## src/rtl/imm_ext_arbiter_if.sv

```systemverilog
// rtl/imm_ext_arbiter_if.sv - requester, extension-unit and result signals of imm_ext_arbiter
// Ports (slave = arbiter side):
//   req0_*/req1_*  : valid, imm[7:0], wide (zext with IMM_ZERO_EXT_EN) in; ready out
//   ext_a[7:0] out / ext_r[15:0] in : shared SignExtend_8bit unit
//   out_valid, out_imm[15:0], out_id out; out_ready in
// Macro IMM_ZERO_EXT_EN adds req0_zext / req1_zext.
interface imm_ext_arbiter_if;
    logic        req0_valid;
    logic [7:0]  req0_imm;
    logic        req0_wide;
    logic        req0_ready;
    logic        req1_valid;
    logic [7:0]  req1_imm;
    logic        req1_wide;
    logic        req1_ready;
`ifdef IMM_ZERO_EXT_EN
    logic        req0_zext;
    logic        req1_zext;
`endif
    logic [7:0]  ext_a;
    logic [15:0] ext_r;
    logic        out_valid;
    logic [15:0] out_imm;
    logic        out_id;
    logic        out_ready;

    modport slave (
        input  req0_valid, req0_imm, req0_wide,
        input  req1_valid, req1_imm, req1_wide,
`ifdef IMM_ZERO_EXT_EN
        input  req0_zext, req1_zext,
`endif
        input  ext_r, out_ready,
        output req0_ready, req1_ready, ext_a,
        output out_valid, out_imm, out_id
    );

    modport master (
        output req0_valid, req0_imm, req0_wide,
        output req1_valid, req1_imm, req1_wide,
`ifdef IMM_ZERO_EXT_EN
        output req0_zext, req1_zext,
`endif
        output ext_r, out_ready,
        input  req0_ready, req1_ready, ext_a,
        input  out_valid, out_imm, out_id
    );
endinterface

```

## src/rtl/imm_ext_arbiter.sv

```systemverilog
// rtl/imm_ext_arbiter.sv - round-robin sharing of the 8->16 sign-extension unit between two immediate requesters
// Ports:
//   clk   : rising-edge clock
//   reset : synchronous, active-high
//   bus   : imm_ext_arbiter_if.slave (requester beats, ext unit a/r, registered result handshake)
// Macro IMM_ZERO_EXT_EN: narrow beats with zext=1 produce {8'h00, imm} instead of ext_r.
module imm_ext_arbiter (
    input  logic               clk,
    input  logic               reset,
    imm_ext_arbiter_if.slave   bus
);

    typedef enum logic [1:0] {
        IDLE      = 2'd0,
        WIDE_WAIT = 2'd1,
        OUT_HOLD  = 2'd2
    } state_t;

    state_t      state;
    logic        rr_ptr;
    logic        owner;
    logic        contended;
    logic [7:0]  hi_reg;
    logic        out_valid_q;
    logic [15:0] out_imm_q;
    logic        out_id_q;

    logic        both_valid;
    logic        any_valid;
    logic        grant_id;
    logic        sel_id;
    logic [7:0]  sel_imm;
    logic        sel_wide;
    logic        ready0;
    logic        ready1;
    logic        accept;
    logic [15:0] narrow_val;

    always_comb begin
        both_valid = bus.req0_valid & bus.req1_valid;
        any_valid  = bus.req0_valid | bus.req1_valid;
        // rr_ptr only matters under contention; a lone requester always wins.
        grant_id   = both_valid ? rr_ptr : bus.req1_valid;
        // The low byte of a wide immediate comes from the locked owner.
        sel_id     = (state == WIDE_WAIT) ? owner : grant_id;
        sel_imm    = sel_id ? bus.req1_imm  : bus.req0_imm;
        sel_wide   = sel_id ? bus.req1_wide : bus.req0_wide;

        ready0 = 1'b0;
        ready1 = 1'b0;
        if (!reset) begin
            case (state)
                IDLE: begin
                    ready0 = any_valid & ~grant_id;
                    ready1 = any_valid &  grant_id;
                end
                WIDE_WAIT: begin
                    ready0 = ~owner;
                    ready1 =  owner;
                end
                default: begin
                    ready0 = 1'b0;
                    ready1 = 1'b0;
                end
            endcase
        end
        accept = (ready0 & bus.req0_valid) | (ready1 & bus.req1_valid);

        bus.ext_a = (!reset && state == IDLE && any_valid) ? sel_imm : 8'h00;

`ifdef IMM_ZERO_EXT_EN
        if (sel_id ? bus.req1_zext : bus.req0_zext)
            narrow_val = {8'h00, sel_imm};
        else
            narrow_val = bus.ext_r;
`else
        narrow_val = bus.ext_r;
`endif
    end

    always_ff @(posedge clk) begin
        if (reset) begin
            state       <= IDLE;
            rr_ptr      <= 1'b0;
            owner       <= 1'b0;
            contended   <= 1'b0;
            hi_reg      <= 8'h00;
            out_valid_q <= 1'b0;
            out_imm_q   <= 16'h0000;
            out_id_q    <= 1'b0;
        end else begin
            case (state)
                IDLE: begin
                    if (accept) begin
                        contended <= both_valid;
                        if (sel_wide) begin
                            hi_reg <= sel_imm;
                            owner  <= grant_id;
                            state  <= WIDE_WAIT;
                        end else begin
                            out_imm_q   <= narrow_val;
                            out_id_q    <= grant_id;
                            out_valid_q <= 1'b1;
                            state       <= OUT_HOLD;
                        end
                    end
                end
                WIDE_WAIT: begin
                    if (accept) begin
                        out_imm_q   <= {hi_reg, sel_imm};
                        out_id_q    <= owner;
                        out_valid_q <= 1'b1;
                        state       <= OUT_HOLD;
                    end
                end
                OUT_HOLD: begin
                    if (bus.out_ready) begin
                        out_valid_q <= 1'b0;
                        state       <= IDLE;
                        // Hand priority to the loser only if there was one.
                        if (contended)
                            rr_ptr <= ~out_id_q;
                    end
                end
                default: state <= IDLE;
            endcase
        end
    end

    assign bus.req0_ready = ready0;
    assign bus.req1_ready = ready1;
    assign bus.out_valid  = out_valid_q;
    assign bus.out_imm    = out_imm_q;
    assign bus.out_id     = out_id_q;

endmodule

```

## src/flat_wrapper.sv

```systemverilog
// flat-port wrapper written by rule: the top's interface ports become plain ports
module imm_ext_arbiter_flat 
  (clk, reset, bus_req0_valid, bus_req0_imm, bus_req0_wide, bus_req1_valid, bus_req1_imm, bus_req1_wide, bus_ext_r, bus_out_ready, bus_req0_ready, bus_req1_ready, bus_ext_a, bus_out_valid, bus_out_imm, bus_out_id);
  imm_ext_arbiter_if bus_i ();
  input  logic clk;
  input  logic reset;
  input wire logic [$bits(bus_i.req0_valid)-1:0] bus_req0_valid;
  input wire logic [$bits(bus_i.req0_imm)-1:0] bus_req0_imm;
  input wire logic [$bits(bus_i.req0_wide)-1:0] bus_req0_wide;
  input wire logic [$bits(bus_i.req1_valid)-1:0] bus_req1_valid;
  input wire logic [$bits(bus_i.req1_imm)-1:0] bus_req1_imm;
  input wire logic [$bits(bus_i.req1_wide)-1:0] bus_req1_wide;
  input wire logic [$bits(bus_i.ext_r)-1:0] bus_ext_r;
  input wire logic [$bits(bus_i.out_ready)-1:0] bus_out_ready;
  output wire logic [$bits(bus_i.req0_ready)-1:0] bus_req0_ready;
  output wire logic [$bits(bus_i.req1_ready)-1:0] bus_req1_ready;
  output wire logic [$bits(bus_i.ext_a)-1:0] bus_ext_a;
  output wire logic [$bits(bus_i.out_valid)-1:0] bus_out_valid;
  output wire logic [$bits(bus_i.out_imm)-1:0] bus_out_imm;
  output wire logic [$bits(bus_i.out_id)-1:0] bus_out_id;
  assign bus_i.req0_valid = bus_req0_valid;
  assign bus_i.req0_imm = bus_req0_imm;
  assign bus_i.req0_wide = bus_req0_wide;
  assign bus_i.req1_valid = bus_req1_valid;
  assign bus_i.req1_imm = bus_req1_imm;
  assign bus_i.req1_wide = bus_req1_wide;
  assign bus_i.ext_r = bus_ext_r;
  assign bus_i.out_ready = bus_out_ready;
  assign bus_req0_ready = bus_i.req0_ready;
  assign bus_req1_ready = bus_i.req1_ready;
  assign bus_ext_a = bus_i.ext_a;
  assign bus_out_valid = bus_i.out_valid;
  assign bus_out_imm = bus_i.out_imm;
  assign bus_out_id = bus_i.out_id;
  imm_ext_arbiter u_core (.clk(clk), .reset(reset), .bus(bus_i));
endmodule
```

## config.mk

```make
export PLATFORM = sky130hd
export DESIGN_NAME = imm_ext_arbiter_flat
export DESIGN_NICKNAME = d
export VERILOG_FILES = /design/src/rtl/imm_ext_arbiter_if.sv /design/src/rtl/imm_ext_arbiter.sv /design/src/flat_wrapper.sv
export SDC_FILE = /design/constraint.sdc
export NUM_CORES = 1
export LEC_CHECK = 0
export BUFFER_PORTS_ARGS = -buffer_cell sky130_fd_sc_hd__buf_4
export CAP_MARGIN = 15
export CORE_MARGIN = 3
export CORE_UTILIZATION = 50
export DETAILED_ROUTE_END_ITERATION = 7
export GPL_TIMING_DRIVEN = 0
export PLACE_DENSITY_LB_ADDON = 0.08
export SETUP_SLACK_MARGIN = 0.15
export SKIP_CTS_REPAIR_TIMING = 1
export SYNTH_ARGS = -nofsm -noshare
export SYNTH_HDL_FRONTEND = slang
export SYNTH_SLANG_ARGS = --single-unit
export TNS_END_PERCENT = 10
```

## constraint.sdc

```tcl
create_clock -name clk -period 4.6 [get_ports clk]
set_input_delay 0.46 -clock clk [delete_from_list [all_inputs] [get_ports clk]]
set_output_delay 0.46 -clock clk [all_outputs]
set_load 0.01 [all_outputs]
```

## Word level (Yosys, flattened, before mapping)

Index checks and enable logic that the tools add are counted.

| cells by class | value |
|---|---|
| eq/ne operators | 6 |
| mux-type cells | 27 |
| bitwise logic cells | 10 |
| reduce and logical (&&, ||, !) cells | 12 |

Operator list:

| cell | number |
|---|---|
| two-way mux 16 bit | 3 |
| one-hot mux 16 bit (2 select lines) | 1 |
| two-way mux 8 bit | 2 |
| two-way mux 1 bit | 12 |
| AND reduction 3 bit | 3 |
| two-way mux 2 bit | 4 |
| one-hot mux 1 bit (2 select lines) | 3 |
| one-hot mux 2 bit (3 select lines) | 1 |
| AND 1 bit | 5 |
| AND reduction 5 bit | 1 |
| inequality test 2 x 1 -> 1 bit (second input constant) | 2 |
| inequality test 2 bit (second input constant) | 2 |
| AND reduction 4 bit | 1 |
| inverter 1 bit | 3 |
| one-hot mux 1 bit (3 select lines) | 1 |
| nonzero test 3 bit | 1 |
| equality test 2 x 1 -> 1 bit (second input constant) | 1 |
| equality test 2 bit (second input constant) | 1 |
| logical AND 1 bit | 2 |
| logical NOT 2 bit | 1 |
| OR 1 bit | 2 |
| AND reduction 2 bit | 1 |
| nonzero test 2 bit | 1 |
| logical NOT 1 bit | 1 |

| storage, ports and cells | value |
|---|---|
| bits in registers | 31 |
| input port bits | 39 |
| output and inout port bits | 28 |
| word-level logic and storage cells | 63 |

## Longest topological paths before layout

Gate-level depths: netlist of the first run.

| depth | value |
|---|---|
| depth after elaboration | 10 |
| gate-level depth with buffers | 7 |
| gate-level depth less buffers | 5 |

## Worst setup path before layout of the first run

OpenSTA, ideal clock, no wires.

| timing | value |
|---|---|
| path kind | input to output |
| from | in bus_req0_valid |
| to | out bus_ext_a[0] |
| arrival | 1.396 ns |
| data required time | 4.140 ns |
| setup slack | 2.744 ns |
| stages | 5 |
| path buffers | 0 |
| cell sequence | and2b_1 -> nor2_1 -> mux2i_4 -> mux2i_1 -> nor2_1 |

| between the ends | value |
|---|---|
| longest elaborated chain between the ends | 5 |
| elaborated cells between the ends (all ways) | 7 |
| those cells by class | mux: 4; bitwise: 2; reduce/logical: 1 |

RTL lines:

| item | RTL line | text |
|---|---|---|
| from (decl) | flat_wrapper.sv:7 | `input wire logic [$bits(bus_i.req0_valid)-1:0] bus_req0_valid;` |
| AND 1 bit | imm_ext_arbiter.sv:40 | `both_valid = bus.req0_valid & bus.req1_valid;` |
| two-way mux 1 bit | imm_ext_arbiter.sv:43 | `grant_id = both_valid ? rr_ptr : bus.req1_valid;` |
| two-way mux 1 bit | imm_ext_arbiter.sv:45 | `sel_id = (state == WIDE_WAIT) ? owner : grant_id;` |
| two-way mux 8 bit | imm_ext_arbiter.sv:46 | `sel_imm = sel_id ? bus.req1_imm : bus.req0_imm;` |
| two-way mux 8 bit * | imm_ext_arbiter.sv:69 | `bus.ext_a = (!reset && state == IDLE && any_valid) ? sel_imm : 8'h00;` |
| to (decl) | flat_wrapper.sv:17 | `output wire logic [$bits(bus_i.ext_a)-1:0] bus_ext_a;` |

Mark *: on every way between the ends. The rest lies on a longest branch, timed or not.

## Final worst setup path of the first run

| timing | value |
|---|---|
| from | reg u_core.state[1] |
| to | out bus_ext_a[3] |

| between the ends | value |
|---|---|
| longest elaborated chain between the ends | 4 |
| elaborated cells between the ends (all ways) | 7 |
| those cells by class | eq/ne: 1; mux: 3; reduce/logical: 3 |

RTL lines:

| item | RTL line | text |
|---|---|---|
| from (decl) | imm_ext_arbiter.sv:19 | `state_t state;` |
| from (signal assigned) | imm_ext_arbiter.sv:83 | `state <= IDLE;` |
| from (signal assigned) | imm_ext_arbiter.sv:99 | `state <= WIDE_WAIT;` |
| from (signal assigned) | imm_ext_arbiter.sv:104 | `state <= OUT_HOLD;` |
| equality test 2 x 1 -> 1 bit or logical NOT 2 bit (tied branches) | imm_ext_arbiter.sv:45, imm_ext_arbiter.sv:69 |  |
| two-way mux 1 bit or logical AND 1 bit (tied branches) | imm_ext_arbiter.sv:45, imm_ext_arbiter.sv:69 |  |
| two-way mux 8 bit or logical AND 1 bit (tied branches) | imm_ext_arbiter.sv:46, imm_ext_arbiter.sv:69 |  |
| two-way mux 8 bit * | imm_ext_arbiter.sv:69 |  |

Marked as above.

==> summary by stage, run 1 <==
Final layout
0 antenna diodes ended up in the layout. The final-layout fill cell count is 273. The register with the most flip-flops in the layout has 16 of them. In the final layout, the share of cells above drive strength 1 is 0.360. Once layout is complete, the utilization of the core stands at 0.736. The final layout contains 305 nets. The growth of design area from synthesis to finish is 36.8%.

The most common cell after layout, fill and taps aside is sky130_fd_sc_hd__buf_4. In the layout the commonest cells are sky130_fd_sc_hd__buf_4 (67), sky130_fd_sc_hd__dfxtp_1 (31), sky130_fd_sc_hd__mux2i_1 (24), sky130_fd_sc_hd__nor2_1 (23), sky130_fd_sc_hd__a21oi_1 (22).

Critical path
Measured in cells, the most critical reg-to-reg path has a length of 5. The nature of the critical path endpoint is an output pin. For the worst setup path, the data required time is 4.14 ns. The minimum setup slack among reg-to-reg paths is 2.86 ns. Data on the critical path arrives at its endpoint at 2.11 ns. The end of the worst register-to-register path is u_core.hi_reg[3].

The number of buffers and inverters on the critical path is 2. Traced cell by cell, the critical path runs through nand2b_1 -> buf_6 -> mux2i_4 -> mux2i_1 -> nor2_1 -> buf_4. The worst register-to-register path begins at u_core.state[1]. The maximum single-stage delay on the critical path is 0.48 ns. The slowest cell on the critical path is sky130_fd_sc_hd__mux2i_4. The cell family contributing the most delay on the critical path is multiplexers. STA classifies the critical path startpoint as a flip-flop. The top fanout value on the critical path is 9. The category of the most critical setup path is reg2out.

Logic synthesis
For this run, the leading register cell type out of synthesis is sky130_fd_sc_hd__dfxtp_1. The number of flops mapped to enable cells by yosys is 0. After technology mapping, the gate count stands at 193. In this run, synthesis produced a sequential element count of 31. During synthesis, Yosys emitted a total of 0 warnings.

Synthesis produced a netlist with a net count of 232. The part of the Yosys area used for sequential elements is 0.369. A synthesized cell averages 8.71 um2. The post-synthesis instance area is 1680 um2. The fraction of registers with async set/reset is 0. Synthesis instantiated 34 different standard cells from the library.

Power
The power density normalized to cell area is 291 nW/um2. The static power due to leakage is 1.02 nW. The share of total power in combinational logic is 0.281. The worst IR drop on VDD is 177 uV. Of the total power, the share spent switching nets is 0.302. Of the total power, the clock network draws 0.271.

The power share of the sequential group is 0.448. For this design the total switching power over the nets is 0.000202 W. The total power after layout is 0.000669 W. The internal power component is 0.000466 W.

Die
The overall die area is 4100 um2. The initialized floorplan defines 20 standard-cell rows. The initial core utilization is 0.538.

Measured along the x axis, the die boundary spans 64.0 um. The total core area is 3130 um2. The vertical die dimension is 64.0 um. 67 I/O pins were placed.

Routing
The total met3 wirelength after detailed routing is 354 um. The first-pass iteration count of the detailed router is 4. The via count is 1710. The wire length on met2 is 2100 um. Dividing the detail-routed wire length by the instance count gives 14.7 um. The DRC marker count from the first detailed-route iteration is 64. The count of nets left with antenna violations once routing finished came out at 0.

In this run the top signal layer used is met4. In the final routing, the length of wire on met1 measures 2030 um. The wire length reported by the detailed router is 4580 um. After detailed routing, the number of vias per cell comes to 5.50.

The number of remaining DRC errors is 0.

Timing
The total of endpoints with negative setup slack in the final report is 0. The clock period minus worst slack is 2.57 ns. The number of max-slew violations in the final report came to 0. In the post-route analysis, the smallest setup slack over all paths is 2.03 ns. For the pin with the worst max-slew slack, the measured transition is 0.948 ns. Timing would allow up to 389 MHz. The worst slew margin relative to its limit is 0.365. Setup repair after global routing left no endpoint under its margin.

Clock skew on the completed layout was measured at 0.00278 ns. In the finished design, the share of the clock period the worst path needs comes to 0.559. Setup total negative slack on the finished layout was measured at 0 ns.

The number of hold-slack violations in the final timing report came to 0.

Global routing
The largest net degree at the start of global routing is 11. The total overflow left after global routing is 0. For this run, the total global-route usage over all layers was measured as 0.239. The first-pass GRT wire length is 7670 um. The number of antenna violations at the first check in global routing is 0. The number of global-route vias before repair was 1730.

Status
The run finished with clean final reports.

Placement
The minimum setup slack after placement is 2.30 ns. The half-perimeter wire length after placement is 3430 um. The global placer's final weighted congestion is 0.831.

Buffers placed on the I/O ports in this run total 66.

Clock network
The CTS tree is built. The TritonCTS buffer count is 5. The H-tree depth reported by CTS is 2.

The tree is rooted in a sky130_fd_sc_hd__clkbuf_4. The clock passes through at most 2 buffers. For this design, the sink count on the clock tree is 31. Clock-pin slew was measured on the worst setup and hold paths at 0.09 ns. The latest clock arrival within the worst-skew pair is 0.33 ns.

Worst hold path
Counting instances, the worst hold path has a depth of 2. The launch point of the worst hold path is reset. The worst hold-check path type is in2reg.

The end point of the most critical hold path is u_core.state[0].

Flow run
Max-cap violations in this run came to 0.
-- final cells by class --
cell class,count,area (um2),share of cell area
multi-input cells,145,975,0.424
flip-flops and latches,31,621,0.270
repair buffers,66,495,0.215
plain buffers,13,71.3,0.0310
clock buffers,8,68.8,0.0299
well taps,44,55.1,0.0239
inverters,4,15.0,0.00653
-- cells by family after synthesis --
group                  share of synthesized area
and+or+nand+nor                            0.146
buffers and inverters                     0.0513
DFF                                        0.369
muxes                                      0.163
AOI/OAI and AO/OA                          0.271
-- metal layers --
layer / vias to the layer above / global-route usage
met1: 790 / 0.291
li1: 844 / -
met2: 67 / 0.390
met4: 0 / 0.0863
met5: - / 0
met3: 9 / 0.0791
-- how the worst max path moves through the flow --
stage,start,endpoint,slack [ns],depth (start not counted)
global route,u_core.state[1],bus_ext_a[3],1.92,6
detailed placement,bus_req0_valid,bus_ext_a[3],2.30,7
finish,u_core.state[1],bus_ext_a[3],2.03,6
global placement,bus_req0_valid,bus_ext_a[3],2.29,7
floorplan,bus_req0_valid,bus_ext_a[0],2.74,5
CTS,u_core.state[1],bus_ext_a[3],2.05,6
-- stage by stage --
step                      hold slack [ns]  cells  area, um2
after floorplan                     0.457    193       1680
after global routing                0.417    311       2300
after global placement              0.466    303       2230
after detailed placement            0.472    303       2230
final                               0.422    311       2300
after CTS                           0.411    311       2300
-- cells in the mapped netlist (2+ instances only) --
library cell | count | share of area
sky130_fd_sc_hd__inv_1 | 2 | 0.0045
sky130_fd_sc_hd__nand2_1 | 12 | 0.027
sky130_fd_sc_hd__clkbuf_1 | 7 | 0.016
sky130_fd_sc_hd__a21oi_1 | 22 | 0.065
sky130_fd_sc_hd__nor3_1 | 2 | 0.0060
sky130_fd_sc_hd__o211ai_1 | 2 | 0.0089
sky130_fd_sc_hd__nand2b_1 | 2 | 0.0074
sky130_fd_sc_hd__buf_6 | 2 | 0.013
sky130_fd_sc_hd__and2_1 | 2 | 0.0074
sky130_fd_sc_hd__buf_2 | 3 | 0.0089
sky130_fd_sc_hd__a211oi_2 | 8 | 0.060
sky130_fd_sc_hd__nand3_1 | 8 | 0.024
sky130_fd_sc_hd__dfxtp_1 | 31 | 0.37
sky130_fd_sc_hd__o21ai_0 | 17 | 0.051
sky130_fd_sc_hd__a211oi_1 | 9 | 0.040
sky130_fd_sc_hd__nor2_1 | 23 | 0.051
sky130_fd_sc_hd__mux2i_1 | 24 | 0.14
-- power by group through the flow --
stage	sequential, W	clock [W]	combinational, W
finish	0.000300	0.000181	0.000188
global route	0.000302	0.000198	0.000205
CTS	0.000299	0.000184	0.000188
detailed placement	0.000305	0	0.000187
global placement	0.000305	0	0.000184
floorplan	0.000309	0	0.000102
(Power assumes the default switching activity.)
==> inputs of run 2 (changes only) <==
--- a/config.mk
+++ b/config.mk
@@ -5,10 +5,11 @@
 export SDC_FILE = /design/constraint.sdc
 export NUM_CORES = 1
 export LEC_CHECK = 0
+export ABC_AREA = 1
 export BUFFER_PORTS_ARGS = -buffer_cell sky130_fd_sc_hd__buf_4
 export CAP_MARGIN = 15
 export CORE_MARGIN = 3
-export CORE_UTILIZATION = 50
+export CORE_UTILIZATION = 49
 export DETAILED_ROUTE_END_ITERATION = 7
 export GPL_TIMING_DRIVEN = 0
 export PLACE_DENSITY_LB_ADDON = 0.08
==> constraint.sdc (replaced) <==
create_clock -name clk -period 2.48 [get_ports clk]
set_input_delay 0.248 -clock clk [delete_from_list [all_inputs] [get_ports clk]]
set_output_delay 0.248 -clock clk [all_outputs]
set_load 0.01 [all_outputs]
==> run 2 against run 1 <==
Compared with the run above: critical path depth grew 4; worst hold slack got worse by 0.26 ns; die area grew 10%; worst setup slack lost 1.7 ns; final cell count increased by 39%; flip-flop and latch count is the same.
==> summary by stage, run 2 <==
Clock network
The clock-pin slew on the worst setup and hold paths is 0.07 ns (was 0.09 ns). The cell at the root of the clock tree is sky130_fd_sc_hd__clkbuf_8 (was sky130_fd_sc_hd__clkbuf_4). The latest clock arrival within the worst-skew pair is 0.28 ns (was 0.33 ns). The TritonCTS buffer count is 5 (unchanged). The maximum number of buffers from clock root to sink is 2 (unchanged).

The CTS tree is built (unchanged). The H-tree depth reported by CTS is 2 (unchanged). The total number of clock tree sinks is 31 (unchanged).

Critical path
The total number of cells along the worst setup path is 10 (was 6). The count of buffering cells on the critical path with inverters included is 4 (was 2). The minimum setup slack among reg-to-reg paths is 0.77 ns (was 2.86 ns). The cell family contributing the most delay on the critical path is simple AND/OR/NAND/NOR gates (was multiplexers). The nature of the critical path endpoint is an output pin (unchanged).

The top fanout value on the critical path came to 10 (was 9). The required time reported for the critical path endpoint is 2.23 ns (was 4.14 ns). The end of the worst register-to-register path is u_core.owner (was u_core.hi_reg[3]). The worst path arrival time came to 1.86 ns (was 2.11 ns). The slowest cell on the critical path is sky130_fd_sc_hd__dfxtp_1 (was sky130_fd_sc_hd__mux2i_4). The maximum single-stage delay on the critical path is 0.44 ns (was 0.48 ns).

The category of the most critical setup path is reg2out (unchanged). The sort of element at the start of the critical path was a flip-flop (unchanged). The number of cells on the worst reg-to-reg path is 6 (was 5). Cell-by-cell trace of the critical path: nand2_4 -> clkinv_4 -> nand2_4 -> nand2_4 -> buf_6 -> inv_2 -> nand2_1 -> nand2_1 -> nor2_1 -> buf_4 (was nand2b_1 -> buf_6 -> mux2i_4 -> mux2i_1 -> nor2_1 -> buf_4). The cell with the most instances on the worst path is sky130_fd_sc_hd__nand2_4. The startpoint of the most critical register-to-register path is u_core.state[0] (was u_core.state[1]).

Worst hold path
The worst hold-check path type is in2reg (unchanged). The cell depth of the worst hold path came to 2 (unchanged). The end point of the most critical hold path is u_core.owner (was u_core.state[0]).

The launch point of the worst hold path is reset (unchanged).

Logic synthesis
The largest area contributor in the netlist is sky130_fd_sc_hd__dfxtp_1 (unchanged). The fraction of registers with async set/reset is 0 (unchanged). The most instantiated flip-flop cell in the synthesis netlist is sky130_fd_sc_hd__dfxtp_1 (unchanged). The count of unique library cells instantiated by Yosys is 19 (was 34). Area contributors post-synth: sky130_fd_sc_hd__dfxtp_1 (34%), sky130_fd_sc_hd__nand2_1 (24%), sky130_fd_sc_hd__nor2_1 (10%) (was sky130_fd_sc_hd__dfxtp_1 (37%), sky130_fd_sc_hd__mux2i_1 (14%), sky130_fd_sc_hd__a21oi_1 (6.5%)).

The total nets after synthesis is 352 (was 232). The portion of synthesized cell area occupied by the leading cell type is 0.338 (was 0.369). Most numerous cell types in the synthesized netlist: sky130_fd_sc_hd__nand2_1 (119), sky130_fd_sc_hd__nor2_1 (51), sky130_fd_sc_hd__inv_1 (44) (was sky130_fd_sc_hd__dfxtp_1 (31), sky130_fd_sc_hd__mux2i_1 (24), sky130_fd_sc_hd__nor2_1 (23)). The leading cell type by number of instances after synthesis is sky130_fd_sc_hd__nand2_1 (was sky130_fd_sc_hd__dfxtp_1). The part of the Yosys area used for sequential elements was 0.338 (was 0.369). The post-synthesis instance area is 1840 um2 (was 1680 um2). The number of warnings reported in the yosys synthesis log is 0 (unchanged).

The synthesis-stage register bit count is 31 (unchanged). The post-synthesis cell count came to 313 (was 193). The number of flops mapped to enable cells by yosys is 0 (unchanged).

The average footprint of a synthesized cell is 5.86 um2 (was 8.71 um2).

Die
The total core area is 3470 um2 (was 3130 um2). The initial core utilization came to 0.529 (was 0.538). The floorplan die width was 67.2 um (was 64.0 um). The count of pins on the block boundary is 67 (unchanged). The vertical die dimension was 67.2 um (was 64.0 um). The overall die area was 4520 um2 (was 4100 um2). The number of rows in the core area is 21 (was 20).

Routing
The routed length per instance came to 11.5 um (was 14.7 um). The number of routed nets with antenna violations is 0 (unchanged). The number of remaining DRC errors is 0 (unchanged).

The DRC marker count from the first detailed-route iteration was 150 (was 64). The wire length reported by the detailed router is 4970 um (was 4580 um). The number of vias per cell after detailed routing is 4.77 (was 5.50). The via count is 2066 (was 1710). The first-pass iteration count of the detailed router is 4 (unchanged).

Power
The proportion of total power due to net switching came to 0.291 (was 0.302). The net switching power is 0.000417 W (was 0.000202 W). The clock group share of total power is 0.361 (was 0.271). The power density normalized to cell area is 573 nW/um2 (was 291 nW/um2). The power share of the sequential group is 0.385 (was 0.448). The share of total power in combinational logic is 0.254 (was 0.281). The worst IR drop on VDD came to 358 uV (was 177 uV).

The static power due to leakage is 1.44 nW (was 1.02 nW). The internal power component is 0.00102 W (was 0.000466 W).

Final layout
The sequential cell area is 621 um2 (unchanged). The number of antenna cells inserted is 0 (unchanged). Most frequent cells in the layout: sky130_fd_sc_hd__nand2_1 (119), sky130_fd_sc_hd__buf_4 (67), sky130_fd_sc_hd__nor2_1 (51), sky130_fd_sc_hd__inv_1 (44), sky130_fd_sc_hd__dfxtp_1 (31) (was sky130_fd_sc_hd__buf_4 (67), sky130_fd_sc_hd__dfxtp_1 (31), sky130_fd_sc_hd__mux2i_1 (24), sky130_fd_sc_hd__nor2_1 (23), sky130_fd_sc_hd__a21oi_1 (22)). The area taken by multi-input logic gates is 956 um2 (was 975 um2). The growth of design area from synthesis to finish is 36.5% (was 36.8%). The flip-flop count of the largest register, all copies and words added is 16 (unchanged). The final-layout fill cell count is 326 (was 273).

The share of cells above drive strength 1 is 0.240 (was 0.360). The most common cell after layout, fill and taps aside is sky130_fd_sc_hd__nand2_1 (was sky130_fd_sc_hd__buf_4). The net total in the final layout is 425 (was 305).

Timing
The worst slew margin relative to its limit is 0.661 (was 0.365). The total of endpoints with negative setup slack in the final report was 0 (unchanged). The number of hold-slack violations in the final timing report is 0 (unchanged). The worst path needs 2.10 ns of the cycle, external delays included. Static timing analysis puts the maximum clock frequency at 475 MHz.

The measured slew at the worst slew-check pin is 0.508 ns (was 0.948 ns). The least setup slack across all paths after layout is 0.375 ns (was 2.03 ns). Unrepaired setup endpoints after global routing: false (unchanged). Of the available clock period, the critical path in the final layout requires 0.849. The worst clock skew was 0.00357 ns (was 0.00278 ns).

The summed negative setup slack over all endpoints was 0 ns (unchanged). The number of max-slew violations in the final report came to 0 (unchanged).

Global routing
The number of antenna violations at the first check in global routing was 0 (unchanged). The global-route total usage across every layer is 0.246 (was 0.239). The number of global-route vias before repair was 1886 (was 1730). The overall overflow remaining after global route is 0 (unchanged). The first-pass GRT wire length is 8270 um (was 7670 um). The largest net degree at the start of global routing is 11 (unchanged).

Placement
The half-perimeter wire length after placement is 3740 um (was 3430 um). The number of I/O port buffers came to 66 (unchanged). The global placer's final weighted congestion is 0.850 (was 0.831). The minimum setup slack after placement is 0.712 ns (was 2.30 ns).

Status
Outcome: finished clean (unchanged).

Flow run
The max capacitance violation total is 0 (unchanged).
==> run 2: kinds of logic after synthesis <==
kind of cell	after synthesis	synth area share
and+or+nand+nor	204	0.458
buffers and inverters	58	0.141
DFF	31	0.338
AOI/OAI and AO/OA	20	0.0627
==> run 2: layer usage <==
metal | vias up | GRT usage | wire (um)
met4 | 0 | 0.0911 | 63
met5 | - | 0 | 0
met2 | 63 | 0.421 | 2500
met1 | 913 | 0.298 | 2110
met3 | 7 | 0.0566 | 295
li1 | 1083 | - | -
==> run 2: layout make-up <==
class / count / share of cell area
inverters: 47 / 0.0724
multi-input cells: 224 / 0.381
clock inverters: 2 / 0.0140
repair buffers: 66 / 0.198
plain buffers: 11 / 0.0310
flip-flops and latches: 31 / 0.248
well taps: 46 / 0.0230
clock buffers: 6 / 0.0330
==> run 2: power groups by stage <==
stage,Clock [W],Combinational (W),Sequential [W]
5_1_grt,0.000545,0.000411,0.000556
2_1_floorplan,0,0.000205,0.000571
6_report,0.000518,0.000364,0.000553
4_1_cts,0.000526,0.000364,0.000552
3_3_place_gp,0,0.000357,0.000562
3_5_place_dp,0,0.000362,0.000563
==> run 2: worst register-to-register path, stage by stage (launching register included) <==
cell and delay (ns):
sky130_fd_sc_hd__dfxtp_1 0.37, sky130_fd_sc_hd__nor2_1 0.25, sky130_fd_sc_hd__nand3_2 0.29, sky130_fd_sc_hd__inv_2 0.24, sky130_fd_sc_hd__buf_2 0.26, sky130_fd_sc_hd__nand3_2 0.12, sky130_fd_sc_hd__a21oi_2 0.13
==> run 2: worst max-delay path by stage <==
stage / slack (ns) / to / start
2_1_floorplan: 1.03 / bus_ext_a[0] / u_core.state[0]
3_3_place_gp: 0.72 / bus_ext_a[4] / u_core.state[0]
3_5_place_dp: 0.71 / bus_ext_a[4] / u_core.state[0]
4_1_cts: 0.39 / bus_ext_a[1] / u_core.state[0]
5_1_grt: 0.21 / bus_ext_a[6] / u_core.state[0]
6_report: 0.38 / bus_ext_a[7] / u_core.state[0]
==> run 2: through the flow <==
step / area [um2] / power [W] / hold slack, ns / std cells / util
final: 2510 / 0.00144 / 0.162 / 433 / 0.723
after global routing: 2510 / 0.00151 / 0.168 / 433 / 0.723
after detailed placement: 2390 / 0.000925 / 0.447 / 425 / 0.689
after floorplan: 1840 / 0.000776 / 0.310 / 313 / -
after CTS: 2510 / 0.00144 / 0.159 / 433 / 0.723
after global placement: 2390 / 0.000920 / 0.436 / 425 / 0.689
